## src/rtl/alu_arb_pkg.sv

```systemverilog
// alu_arb_pkg: shared state encoding, requester count and ALU width defaults for alu_arbiter.
package alu_arb_pkg;
    localparam int NREQ = 2;
    localparam int DEF_DATA_W = 6;
    localparam int DEF_FXN_W = 3;
    typedef logic [1:0] state_t;
    localparam state_t IDLE = 2'd0;
    localparam state_t EXEC = 2'd1;
    localparam state_t RESP = 2'd2;
endpackage

```

## src/rtl/alu_arbiter_if.sv

```systemverilog
// alu_arbiter_if: request/response bundle between two requesters and alu_arbiter.
interface alu_arb_if import alu_arb_pkg::*; #(
    parameter int DATA_W = DEF_DATA_W,
    parameter int FXN_W = DEF_FXN_W
);
    logic [NREQ-1:0] req_valid;
    logic [NREQ-1:0] req_ready;
    logic [NREQ*FXN_W-1:0] req_fxn;
    logic [NREQ*DATA_W-1:0] req_a;
    logic [NREQ*DATA_W-1:0] req_b;
    logic [NREQ-1:0] rsp_valid;
    logic [NREQ-1:0] rsp_ready;
    logic [DATA_W-1:0] rsp_result;
    logic rsp_oflow;
    logic rsp_cout;
    modport master (
        output req_valid, req_fxn, req_a, req_b, rsp_ready,
        input req_ready, rsp_valid, rsp_result, rsp_oflow, rsp_cout
    );
    modport slave (
        input req_valid, req_fxn, req_a, req_b, rsp_ready,
        output req_ready, rsp_valid, rsp_result, rsp_oflow, rsp_cout
    );
endinterface

```

## src/rtl/arb_2way.sv

```systemverilog
// arb_2way: one-hot grant for two requesters; round-robin pointer when ALU_ARB_RR_EN is defined,
// otherwise fixed priority to req[0].
module arb_2way (
    input  logic       clk,
    input  logic       rst_n,
    input  logic [1:0] req,
    input  logic       ptr,
    input  logic       advance,
    output logic [1:0] grant
);
`ifdef ALU_ARB_RR_EN
    logic rr;
    // ptr is the requester just served, so the other one gets priority next
    always_ff @(posedge clk or negedge rst_n)
        if (!rst_n) rr <= 1'b0;
        else if (advance) rr <= ~ptr;
    assign grant = (&req) ? (rr ? 2'b10 : 2'b01) : req;
`else
    logic unused;
    assign unused = ^{clk, rst_n, ptr, advance};
    assign grant = req[0] ? 2'b01 : req;
`endif
endmodule

```

## src/rtl/alu_arbiter.sv

```systemverilog
// alu_arbiter: shares one mini ALU between two valid/ready requesters (IDLE->EXEC->RESP).
// Define ALU_ARB_RR_EN for round-robin arbitration; default is fixed priority to req0.
module alu_arbiter import alu_arb_pkg::*; #(
    parameter int DATA_W = DEF_DATA_W,
    parameter int FXN_W = DEF_FXN_W,
    parameter int EXEC_CYCLES = 1
) (
    input  logic              clk,
    input  logic              rst_n,
    alu_arb_if.slave          bus,
    output logic [FXN_W-1:0]  alu_fxn,
    output logic [DATA_W-1:0] alu_a,
    output logic [DATA_W-1:0] alu_b,
    input  logic [DATA_W-1:0] alu_out,
    input  logic              alu_oflow,
    input  logic              alu_cout
);
    localparam int CW = (EXEC_CYCLES > 1) ? $clog2(EXEC_CYCLES) : 1;
    state_t state;
    logic owner, win, accept, done;
    logic [CW-1:0] cnt;
    logic [NREQ-1:0] req_idle, grant;
    logic [FXN_W-1:0] op_fxn;
    logic [DATA_W-1:0] op_a, op_b, result;
    logic oflow, cout;
    assign req_idle = (state == IDLE) ? bus.req_valid : '0;
    arb_2way u_arb (
        .clk(clk),
        .rst_n(rst_n),
        .req(req_idle),
        .ptr(owner),
        .advance(done),
        .grant(grant)
    );
    // ready is gated by reset so every output reads 0 while rst_n is low
    assign bus.req_ready = (state == IDLE && rst_n) ? grant : '0;
    assign bus.rsp_valid = (state == RESP) ? (NREQ'(1) << owner) : '0;
    assign bus.rsp_result = result;
    assign bus.rsp_oflow = oflow;
    assign bus.rsp_cout = cout;
    assign alu_fxn = op_fxn;
    assign alu_a = op_a;
    assign alu_b = op_b;
    assign win = grant[1];
    assign accept = |(bus.req_valid & bus.req_ready);
    assign done = (state == RESP) && bus.rsp_ready[owner];
    always_ff @(posedge clk or negedge rst_n) begin
        if (!rst_n) begin
            state <= IDLE;
            owner <= 1'b0;
            cnt <= '0;
            op_fxn <= '0;
            op_a <= '0;
            op_b <= '0;
            result <= '0;
            oflow <= 1'b0;
            cout <= 1'b0;
        end else if (state == IDLE && accept) begin
            state <= EXEC;
            owner <= win;
            cnt <= '0;
            op_fxn <= bus.req_fxn[win*FXN_W +: FXN_W];
            op_a <= bus.req_a[win*DATA_W +: DATA_W];
            op_b <= bus.req_b[win*DATA_W +: DATA_W];
        end else if (state == EXEC) begin
            cnt <= cnt + 1'b1;
            if (cnt == CW'(EXEC_CYCLES - 1)) begin
                result <= alu_out;
                oflow <= alu_oflow;
                cout <= alu_cout;
                state <= RESP;
            end
        end else if (done) begin
            state <= IDLE;
        end
    end
endmodule

```

## src/flat_wrapper.sv

```systemverilog
// flat-port wrapper written by rule: the top's interface ports become plain ports
module alu_arbiter_flat import alu_arb_pkg::*;
#(
    parameter int DATA_W = DEF_DATA_W,
    parameter int FXN_W = DEF_FXN_W,
    parameter int EXEC_CYCLES = 1
)
  (clk, rst_n, alu_fxn, alu_a, alu_b, alu_out, alu_oflow, alu_cout, bus_req_valid, bus_req_fxn, bus_req_a, bus_req_b, bus_rsp_ready, bus_req_ready, bus_rsp_valid, bus_rsp_result, bus_rsp_oflow, bus_rsp_cout);
  alu_arb_if #(.DATA_W(DATA_W), .FXN_W(FXN_W)) bus_i ();
  input  logic clk;
  input  logic rst_n;
  output logic [FXN_W-1:0] alu_fxn;
  output logic [DATA_W-1:0] alu_a;
  output logic [DATA_W-1:0] alu_b;
  input  logic [DATA_W-1:0] alu_out;
  input  logic alu_oflow;
  input  logic alu_cout;
  input wire logic [$bits(bus_i.req_valid)-1:0] bus_req_valid;
  input wire logic [$bits(bus_i.req_fxn)-1:0] bus_req_fxn;
  input wire logic [$bits(bus_i.req_a)-1:0] bus_req_a;
  input wire logic [$bits(bus_i.req_b)-1:0] bus_req_b;
  input wire logic [$bits(bus_i.rsp_ready)-1:0] bus_rsp_ready;
  output wire logic [$bits(bus_i.req_ready)-1:0] bus_req_ready;
  output wire logic [$bits(bus_i.rsp_valid)-1:0] bus_rsp_valid;
  output wire logic [$bits(bus_i.rsp_result)-1:0] bus_rsp_result;
  output wire logic [$bits(bus_i.rsp_oflow)-1:0] bus_rsp_oflow;
  output wire logic [$bits(bus_i.rsp_cout)-1:0] bus_rsp_cout;
  assign bus_i.req_valid = bus_req_valid;
  assign bus_i.req_fxn = bus_req_fxn;
  assign bus_i.req_a = bus_req_a;
  assign bus_i.req_b = bus_req_b;
  assign bus_i.rsp_ready = bus_rsp_ready;
  assign bus_req_ready = bus_i.req_ready;
  assign bus_rsp_valid = bus_i.rsp_valid;
  assign bus_rsp_result = bus_i.rsp_result;
  assign bus_rsp_oflow = bus_i.rsp_oflow;
  assign bus_rsp_cout = bus_i.rsp_cout;
  alu_arbiter #(.DATA_W(DATA_W), .FXN_W(FXN_W), .EXEC_CYCLES(EXEC_CYCLES)) u_core (.clk(clk), .rst_n(rst_n), .bus(bus_i), .alu_fxn(alu_fxn), .alu_a(alu_a), .alu_b(alu_b), .alu_out(alu_out), .alu_oflow(alu_oflow), .alu_cout(alu_cout));
endmodule
```

## config.mk

```make
export PLATFORM = sky130hd
export DESIGN_NAME = alu_arbiter_flat
export DESIGN_NICKNAME = d
export VERILOG_FILES = /design/src/rtl/alu_arb_pkg.sv /design/src/rtl/alu_arbiter_if.sv /design/src/rtl/arb_2way.sv /design/src/rtl/alu_arbiter.sv /design/src/flat_wrapper.sv
export SDC_FILE = /design/constraint.sdc
export NUM_CORES = 1
export LEC_CHECK = 0
export CELL_PAD_IN_SITES_DETAIL_PLACEMENT = 1
export CELL_PAD_IN_SITES_GLOBAL_PLACEMENT = 2
export CORE_MARGIN = 4
export CORE_UTILIZATION = 24
export DETAILED_ROUTE_END_ITERATION = 16
export PLACE_DENSITY_LB_ADDON = 0.1
export RECOVER_POWER = 50
export SYNTH_ARGS = -nofsm -noshare
export SYNTH_HDL_FRONTEND = slang
export SYNTH_SLANG_ARGS = --single-unit
```

## constraint.sdc

```tcl
create_clock -name clk -period 4.1 [get_ports clk]
set_input_delay 1.025 -clock clk [delete_from_list [all_inputs] [get_ports clk]]
set_output_delay 1.025 -clock clk [all_outputs]
set_load 0.1 [all_outputs]
```

==> out/metrics.csv, run 1 <==
stage,metric,value,unit
worst_setup_path,worstSetupPathType,in -> reg,
floorplan,dieArea,0.006831,mm2
synthesis,synth_seq_area_share,50.51,%
synthesis,yosys_most_used_dff,dfrtp_1,
synthesis,async_flop_share,100.0,%
synthesis,netlist.area_leader.share,50.51,%
floorplan,die_x,82.65,um
sta,relSlewSlack,-5.557,%
worst_setup_path,worst_path_max_delay_cell,clkbuf_1,
cells_and_area,area_growth,59.31,%
route,post_drt_wl_per_cell,16.84,um
placed_design,place_congestion,0.7512,
clock_network,ctsHtreeMaxLevel,1,
cells_and_area,register_area,675.6,um2
floorplan,placementRows,26,
job,max-cap-violations,1,
cells_and_area,finalNonFillerCells,267,
route,drc,0,
worst_setup_path,crit_path_cell_trace,dlygate4sd3_1 -> clkbuf_1 -> or3b_4 -> nand2_1 -> nand3_1,
synthesis,synth-edff-count,0,
synthesis,yosysUniqueCellTypes,22,
min_path,hold_class,reg -> reg,
synthesis,yosys-top-cells-area,"dfrtp_1 51%, nand3_1 11%, a32oi_1 9.8%",
route,wirelength,4496,um
cells_and_area,drive_above_1_share,11.17,%
worst_setup_path,end_kind,register,
clock_network,clk_pin_slew,90,ps
route,first_iter_violations,38,
floorplan,start_util,25.54,%
placed_design,place_inst,263,
sta,tightest_slew,1583,ps
grt,grt_pass1_wl,7314,um
cells_and_area,nFillCells,606,
route,viasPerCell,4.813,
clock_network,cts_buffers,3,
placed_design,port_buffers,70,
synthesis,yosysWarnings,0,
cells_and_area,antenna_cells,0,
sta,fin_crit,3375,ps
grt,grt_pass1_vias,1449,
sta,hold_viol,0,
clock_network,clock_latency,270,ps
clock_network,cts_tree,done,
synthesis,syn_area,0.001338,mm2
synthesis,syn_area_per_cell,10.45,um2
sta,rsz0062_at_grt,no,
worst_setup_path,arrival,3530,ps
clock_network,cts_hold_buf,0,
sta,finalSetupViolations,0,
run_status,violations,"capacitance limit, slew limit",
floorplan,core_area,0.005238,mm2
cells_and_area,multiInputGateArea,564.3,um2
grt,grt_max_degree,30,
run_status,status,finished with violations,
clock_network,cts-resized-gates,0,
cells_and_area,nNetsFinal,242,
clock_network,clock-sinks,27,
clock_network,cts.path.max_buffers,2,
sta,period_share,82.31,%
synthesis,yosys_register_bits,27,
clock_network,root_buffer,clkbuf_8,
worst_setup_path,cpPeakStageDelay,1160,ps
clock_network,cts_setup_buffers,0,
grt,antenna_found_initial,0,
cells_and_area,design_area,0.002131,mm2
grt,overflow,0,
worst_setup_path,start_kind,primary input,
route,via_count,1285,
sta,fmax,0.2963,GHz
synthesis,yosysTopAreaCell,dfrtp_1,
placed_design,post_dp_cell_area,0.002103,mm2
cells_and_area,utilization,40.68,%
sta,slew_viol_final,30,
floorplan,fp.dieH,82.65,um
synthesis,syn_inst,128,
grt,grt.total_usage,14.07,%
floorplan,io_pins,71,
worst_setup_path,worstPathRequired,4260,ps
route,first_pass_iters,4,
worst_setup_path,critPathMaxFanout,29,
sta,setup_tns,0,ps
sta,skew,1.286,ps
placed_design,dp_hpwl,3413,um
route,antenna_left,0,
synthesis,synth_nets,172,
-- cell families (layout without fill, tap and decap cells) --
family	after synthesis	in the layout	share of synthesized area [%]
AO/OA/AOI/OAI	22	22	12.63
buffers and inverters	12	81	6.454
flip-flops	27	27	50.51
multiplexers	9	9	7.484
AND/OR/NAND/NOR	58	58	22.92
-- synth_stat cells (2+ instances only) --
cell     instances
nand3_1         30
nor3b_4          2
mux2_2           8
buf_6            3
nand2_1         17
buf_2            6
dfrtp_1         27
nor2_1           3
a21oi_1          4
o21ai_0          2
a32oi_1         15
-- cells in the final DEF, fill, tap and decap left out, drive strengths merged --
cell | netlist | routed
nand3b | 1 | 1
and2 | 1 | 1
dlygate4sd3 | 0 | 2
mux2i | 1 | 1
inv | 1 | 1
buf | 11 | 8
a32oi | 15 | 15
o31ai | 1 | 1
nor2 | 3 | 3
clkdlybuf4s50 | 0 | 64
o21ai | 2 | 2
clkinv | 0 | 1
clkbuf | 0 | 5
dfrtp | 27 | 27
nor2b | 1 | 1
nand2 | 17 | 17
mux2 | 8 | 8
a21oi | 4 | 4
nor3b | 3 | 3
nor3 | 1 | 1
nand3 | 30 | 30
or3b | 1 | 1
-- through the flow --
step	hold WS, ps	setup WS, ps
after floorplan	517.6	298.5
after global placement	484.0	815.6
after detailed placement	495.4	793.3
after CTS	522.2	789.9
after global routing	539.5	391.5
final	513.4	725.3
-- flip-flops by register name, summed over array words and instances (netlist names) --
register               count
u_core.alu_fxn             3
u_core.bus.rsp_cout        1
u_core.bus.rsp_oflow       1
u_core.state               2
u_core.alu_b               6
u_core.owner               1
u_core.bus.rsp_result      6
u_core.alu_a               6
u_core.cnt                 1
-- critical path, delay by kind of cell --
| kind | cells | cell delay (ps) |
|---|---|---|
| buffers and inverters | 2 | 1720 |
| AND/OR/NAND/NOR | 3 | 780 |
-- metal layers --
layer / part of all wire, % / GRT usage (%)
met1: 45 / 18.38
met2: 47 / 23.00
met3: 7.7 / 4.555
met4: 0.60 / 2.451
met5: 0 / 0
-- layout make-up --
| class | count | area share (%) |
|---|---|---|
| clock inverter | 1 | 0.2349 |
| inverter | 1 | 0.1762 |
| sequential | 27 | 31.71 |
| timing repair buffer | 76 | 35.35 |
| multi-input combinational | 89 | 26.48 |
| clock buffer | 3 | 1.938 |
| tap | 70 | 4.110 |
-- path summary, 6_finish.rpt --
check,from,slack [ps],endpoint,depth (start not counted)
worst max register to register,u_core.state[0],2010,u_core.bus.rsp_result[5],2
max in group asynchronous,rst_n,1450,u_core.alu_a[1],2
worst max-delay path,rst_n,730,u_core.alu_b[4],5
worst min-delay path,u_core.bus.rsp_result[1],510,u_core.bus.rsp_result[1],1
worst min register to register,u_core.bus.rsp_result[1],510,u_core.bus.rsp_result[1],1
min in group asynchronous,rst_n,1740,u_core.bus.rsp_oflow,2
Power of run 1 is left out: the tool's default activity adds up to more than one toggle a clock period on the data nets, which glitch-free logic cannot reach.
==> run 2, diff against run 1 <==
Settings changed: CORE_UTILIZATION 24 to 20.
Clock period 4.1 ns to 3.1 ns, I/O delays scaled along.
==> run 2 against run 1 <==
  * The run now ends clean
  * Setup slack worse by 460 ps
  * Hold slack better by 2.5 ps
  * Final cell count is 1.5% higher
  * Largest cell class is now registers
  * Via count is 0.39% lower
  * Clock-buffer cell count stayed put
  * Routed wire length is 2.0% lower
  * Global-route usage is 2.9 points lower
  * Register-to-register slack worse by 1000 ps
  * Critical endpoint is now bus_req_ready[0]
  * Cell area is 2.8% lower
  * Sequential share of layout area is 0.92 points higher
==> out/metrics.csv, run 2 (synthesis gave the netlist of run 1 again) <==
stage,metric,value,unit,change
run_status,status,"complete, no violations",,
sta,slew_viol_final,0,,-100%
grt,overflow,0,,unchanged
clock_network,clk_pin_slew,110,ps,+20 ps
route,post_drt_wl_per_cell,16.26,um,-3.4%
floorplan,die_x,89.78,um,+8.6%
clock_network,cts.path.max_buffers,2,,unchanged
job,max-cap-violations,0,,-1
clock_network,cts_tree,done,,
sta,skew,7.443,ps,+6.156 ps
floorplan,dieArea,0.008060,mm2,+18%
clock_network,clock_latency,280,ps,about the same
route,antenna_left,0,,unchanged
clock_network,cts_hold_buf,0,,unchanged
worst_setup_path,worstSetupPathType,in -> out,,
worst_setup_path,arrival,2050,ps,-1480 ps
sta,finalSetupViolations,0,,unchanged
sta,fmax,0.3534,GHz,
cells_and_area,final_cell_mix,"41 x clkdlybuf4s50_1, 30 x nand3_1, 27 x dfrtp_1",,
route,drc,0,,unchanged
floorplan,io_pins,71,,unchanged
sta,setup_tns,0,ps,unchanged
grt,grt.total_usage,11.13,%,-2.9 points
sta,tightest_slew,1235,ps,-348.2 ps
route,via_count,1280,,-0.39%
sta,fin_crit,2830,ps,
floorplan,core_area,0.006422,mm2,+23%
cells_and_area,antenna_cells,0,,unchanged
route,wirelength,4406,um,-2.0%
placed_design,port_buffers,70,,unchanged
worst_setup_path,worstPathRequired,2320,ps,-1940 ps
route,first_pass_iters,4,,unchanged
cells_and_area,layout_commonest_cell,clkdlybuf4s50_1,,
sta,hold_viol,0,,unchanged
route,viasPerCell,4.723,,-1.9%
cells_and_area,area_growth,54.82,%,
floorplan,placementRows,29,,+12%
clock_network,clock-sinks,27,,unchanged
clock_network,cts-resized-gates,0,,unchanged
sta,whs,515.9,ps,+2.452 ps
grt,grt_max_degree,31,,+3.3%
route,first_iter_violations,44,,+16%
min_path,hold_class,reg -> reg,,
worst_setup_path,end_kind,primary output,,
clock_network,cts_buffers,3,,unchanged
cells_and_area,nNetsFinal,239,,-1.2%
floorplan,fp.dieH,89.78,um,+8.6%
cells_and_area,drive_above_1_share,22.68,%,+12 points
floorplan,start_util,20.83,%,-4.7 points
placed_design,dp_hpwl,3218,um,-5.7%
clock_network,cts_setup_buffers,0,,unchanged
sta,relSlewSlack,17.48,%,+23 points
clock_network,ctsHtreeMaxLevel,1,,unchanged
grt,grt_pass1_wl,7465,um,+2.1%
grt,grt_pass1_vias,1381,,-4.7%
placed_design,place_congestion,0.7044,,-6.2%
worst_setup_path,critPathMaxFanout,4,,-86%
worst_setup_path,start_kind,primary input,,
grt,antenna_found_initial,0,,unchanged
clock_network,root_buffer,clkbuf_8,,
sta,period_share,91.28,%,
sta,rsz0062_at_grt,no,,
run 2: changes by cell type in the layout (fill, tap and decap cells not counted):
cell / delta
nor3b_2: +1
buf_4: +19
clkinvlp_4: +1
and2_1: -1
clkdlybuf4s50_1: -23
nor3_1: -1
clkbuf_1: +1
nor3_2: +1
nor2_1: -1
clkinv_2: -1
nor2_2: +1
nor3b_1: -1
and2_0: +1
run 2: per-stage QoR:
stage | cell area (um2) | setup slack [ps] | utilization, % | cells
floorplan | 1350 | 259.6 | - | 128
global placement | 2044 | 331.5 | 31.83 | 267
detailed placement | 2044 | 307.1 | 31.83 | 267
CTS | 2093 | 379.9 | 32.59 | 271
global route | 2071 | 222.3 | 32.24 | 271
finish | 2071 | 270.2 | 32.24 | 271
run 2: final timing paths:
path / endpoint / slack, ps / cells after the start / from
hold / removal: u_core.bus.rsp_oflow / 520 / 1 / u_core.bus.rsp_oflow
setup / recovery: bus_req_ready[0] / 270 / 4 / rst_n
setup reg to reg: u_core.bus.rsp_oflow / 980 / 2 / u_core.state[0]
hold reg to reg: u_core.bus.rsp_oflow / 520 / 1 / u_core.bus.rsp_oflow
min in group asynchronous: u_core.state[1] / 980 / 2 / rst_n
max in group asynchronous: u_core.alu_b[2] / 1840 / 2 / rst_n
run 2: layout make-up:
class	instances	area (um2)
fillers	724	4352
flip-flops and latches	27	675.6
repair buffers	73	669.4
multi-input cells	89	576.8
well taps	77	96.34
clock buffers	3	41.29
clock inverters	1	7.507
inverters	1	3.754
run 2: metal layers:
metal	vias up	GRT usage, %	part of all wire, %
met5	-	0	0
met4	0	2.682	0.52
met3	2	2.254	5.2
met2	42	18.48	49
met1	629	14.91	46
li1	607	-	-
run 2: worst max-delay path: stages:
cell,delay [ps]
dlygate4sd3_1,550
nor3b_4,250
and2_0,270
buf_12,210
Power of run 2 is left out for the same reason.
==> run 3, diff against run 2 <==
Settings changed: CELL_PAD_IN_SITES_DETAIL_PLACEMENT 1 to not set, CELL_PAD_IN_SITES_GLOBAL_PLACEMENT 2 to not set, CORE_ASPECT_RATIO set to 1.2, CORE_UTILIZATION 20 to 35, PLACE_DENSITY set to 0.76, PLACE_DENSITY_LB_ADDON 0.1 to not set.
==> run 3 against run 2 <==
  * Setup slack lost 19 ps
  * Clock-buffer cell count is the same
  * Clock skew shrank 4.5 ps
  * Hold slack lost 2.6 ps
  * Global-route usage grew 5.1 points
==> out/metrics.csv, run 3 (synthesis gave the netlist of run 1 again) <==
stage,metric,value,unit,change
worst_setup_path,crit_path_cell_trace,dlygate4sd3_1 -> nor3b_4 -> and2_0 -> buf_12,,
sta,tightest_slew,1195,ps,-40.38 ps
cells_and_area,final_cell_mix,"41 x clkdlybuf4s50_1, 30 x nand3_1, 27 x dfrtp_1",,
floorplan,dieArea,0.004879,mm2,-39%
clock_network,clk_pin_slew,90,ps,-20 ps
clock_network,cts_hold_buf,0,,unchanged
job,max-cap-violations,0,,unchanged
min_path,min_from,u_core.alu_fxn[2],,
clock_network,cts.path.max_buffers,2,,unchanged
run_status,status,"complete, no violations",,
floorplan,start_util,36.51,%,+16 points
cells_and_area,area_growth,52.48,%,
placed_design,pre_cts_ws,392.8,ps,+85.74 ps
cells_and_area,register_area,675.6,um2,unchanged
sta,fin_crit,2849,ps,+18.96 ps
grt,grt_max_degree,31,,unchanged
grt,grt_pass1_wl,6410,um,-14%
clock_network,cts_setup_buffers,0,,unchanged
clock_network,clock_latency,270,ps,about the same
grt,overflow,0,,unchanged
worst_setup_path,worstSetupPathType,in -> out,,
route,first_pass_iters,4,,unchanged
placed_design,place_congestion,0.7525,,+6.8%
route,drc,0,,unchanged
cells_and_area,nFillCells,336,,-54%
clock_network,cts_tree,done,,
floorplan,die_x,64.43,um,-28%
worst_setup_path,end_kind,primary output,,
worst_setup_path,start_kind,primary input,,
worst_setup_path,worstPathRequired,2320,ps,about the same
min_path,hold_class,reg -> reg,,
cells_and_area,drive_above_1_share,22.68,%,unchanged
clock_network,clock-sinks,27,,unchanged
route,wirelength,3844,um,-13%
grt,grt_pass1_vias,1348,,-2.4%
cells_and_area,multiInputGateArea,576.8,um2,unchanged
route,via_count,1284,,+0.31%
sta,rsz0062_at_grt,no,,
floorplan,core_area,0.003664,mm2,-43%
worst_setup_path,cp-startpoint,rst_n,,
floorplan,io_pins,71,,unchanged
floorplan,placementRows,24,,-17%
worst_setup_path,rr_startpoint,u_core.state[0],,
sta,slew_viol_final,0,,unchanged
route,viasPerCell,5.220,,+11%
sta,relSlewSlack,20.18,%,+2.7 points
sta,fmax,0.3510,GHz,-0.67%
sta,period_share,91.90,%,+0.61 points
grt,gr-usage-met3,6.047,%,+3.8 points
sta,hold_viol,0,,unchanged
worst_setup_path,arrival,2070,ps,+20 ps
route,antenna_left,0,,unchanged
placed_design,port_buffers,70,,unchanged
grt,grt.total_usage,16.23,%,+5.1 points
sta,finalSetupViolations,0,,unchanged
sta,setup_tns,0,ps,unchanged
grt,grtUsageMet2,28.56,%,+10 points
sta,skew,2.894,ps,-4.549 ps
sta,setup_ws,251.2,ps,-18.96 ps
clock_network,ctsHtreeMaxLevel,1,,unchanged
clock_network,cts_buffers,3,,unchanged
grt,met1_usage,19.59,%,+4.7 points
clock_network,root_buffer,clkbuf_8,,
floorplan,fp.dieH,75.72,um,-16%
grt,antenna_found_initial,0,,unchanged
grt,busiest_layer,met2,,
worst_setup_path,cpPeakStageDelay,570,ps,+20 ps
worst_setup_path,worst_path_max_delay_cell,dlygate4sd3_1,,
cells_and_area,nNetsFinal,239,,unchanged
clock_network,cts-resized-gates,0,,unchanged
cells_and_area,layout_commonest_cell,clkdlybuf4s50_1,,
worst_setup_path,critPathMaxFanout,4,,unchanged
cells_and_area,antenna_cells,0,,unchanged
route,post_drt_wl_per_cell,15.63,um,-3.9%
route,first_iter_violations,124,,+180%
placed_design,dp_hpwl,2958,um,-8.1%
[run 3: critical path: cells and delay by family]
| kind | cells | cell delay, ps |
|---|---|---|
| AND/OR/NAND/NOR | 2 | 510 |
| buffers and inverters | 2 | 780 |
[run 3: layout make-up]
class,count,share of cell area [%]
clock buffers,3,2.025
inverters,1,0.1840
well taps,52,3.190
repair buffers,73,32.82
multi-input cells,89,28.28
flip-flops and latches,27,33.13
clock inverters,1,0.3681
[run 3: worst paths after layout]
kind	end	slack, ps	cells after the start
setup / recovery	bus_req_ready[0]	250	4
hold / removal	u_core.alu_fxn[2]	510	2
setup reg to reg	u_core.bus.rsp_result[2]	1020	2
hold reg to reg	u_core.alu_fxn[2]	510	2
max in group asynchronous	u_core.state[0]	1820	2
min in group asynchronous	u_core.alu_b[3]	1020	2
[run 3: metal layers]
| layer | part of all wire (%) | vias up | wire length, um |
|---|---|---|---|
| met3 | 11 | 0 | 438 |
| met5 | 0 | - | 0 |
| met1 | 41 | 607 | 1559 |
| li1 | - | 604 | - |
| met4 | 0 | 0 | 0 |
| met2 | 48 | 73 | 1845 |
[run 3: through the flow]
step,cells,hold slack (ps),util (%),area [um2]
4_1_cts,246,520.7,56.28,2062
5_1_grt,246,541.6,55.67,2039
2_1_floorplan,128,479.4,-,1350
3_3_place_gp,242,490.1,54.95,2013
3_5_place_dp,242,496.9,54.95,2013
6_report,246,513.3,55.67,2039
Power of run 3 is left out for the same reason.
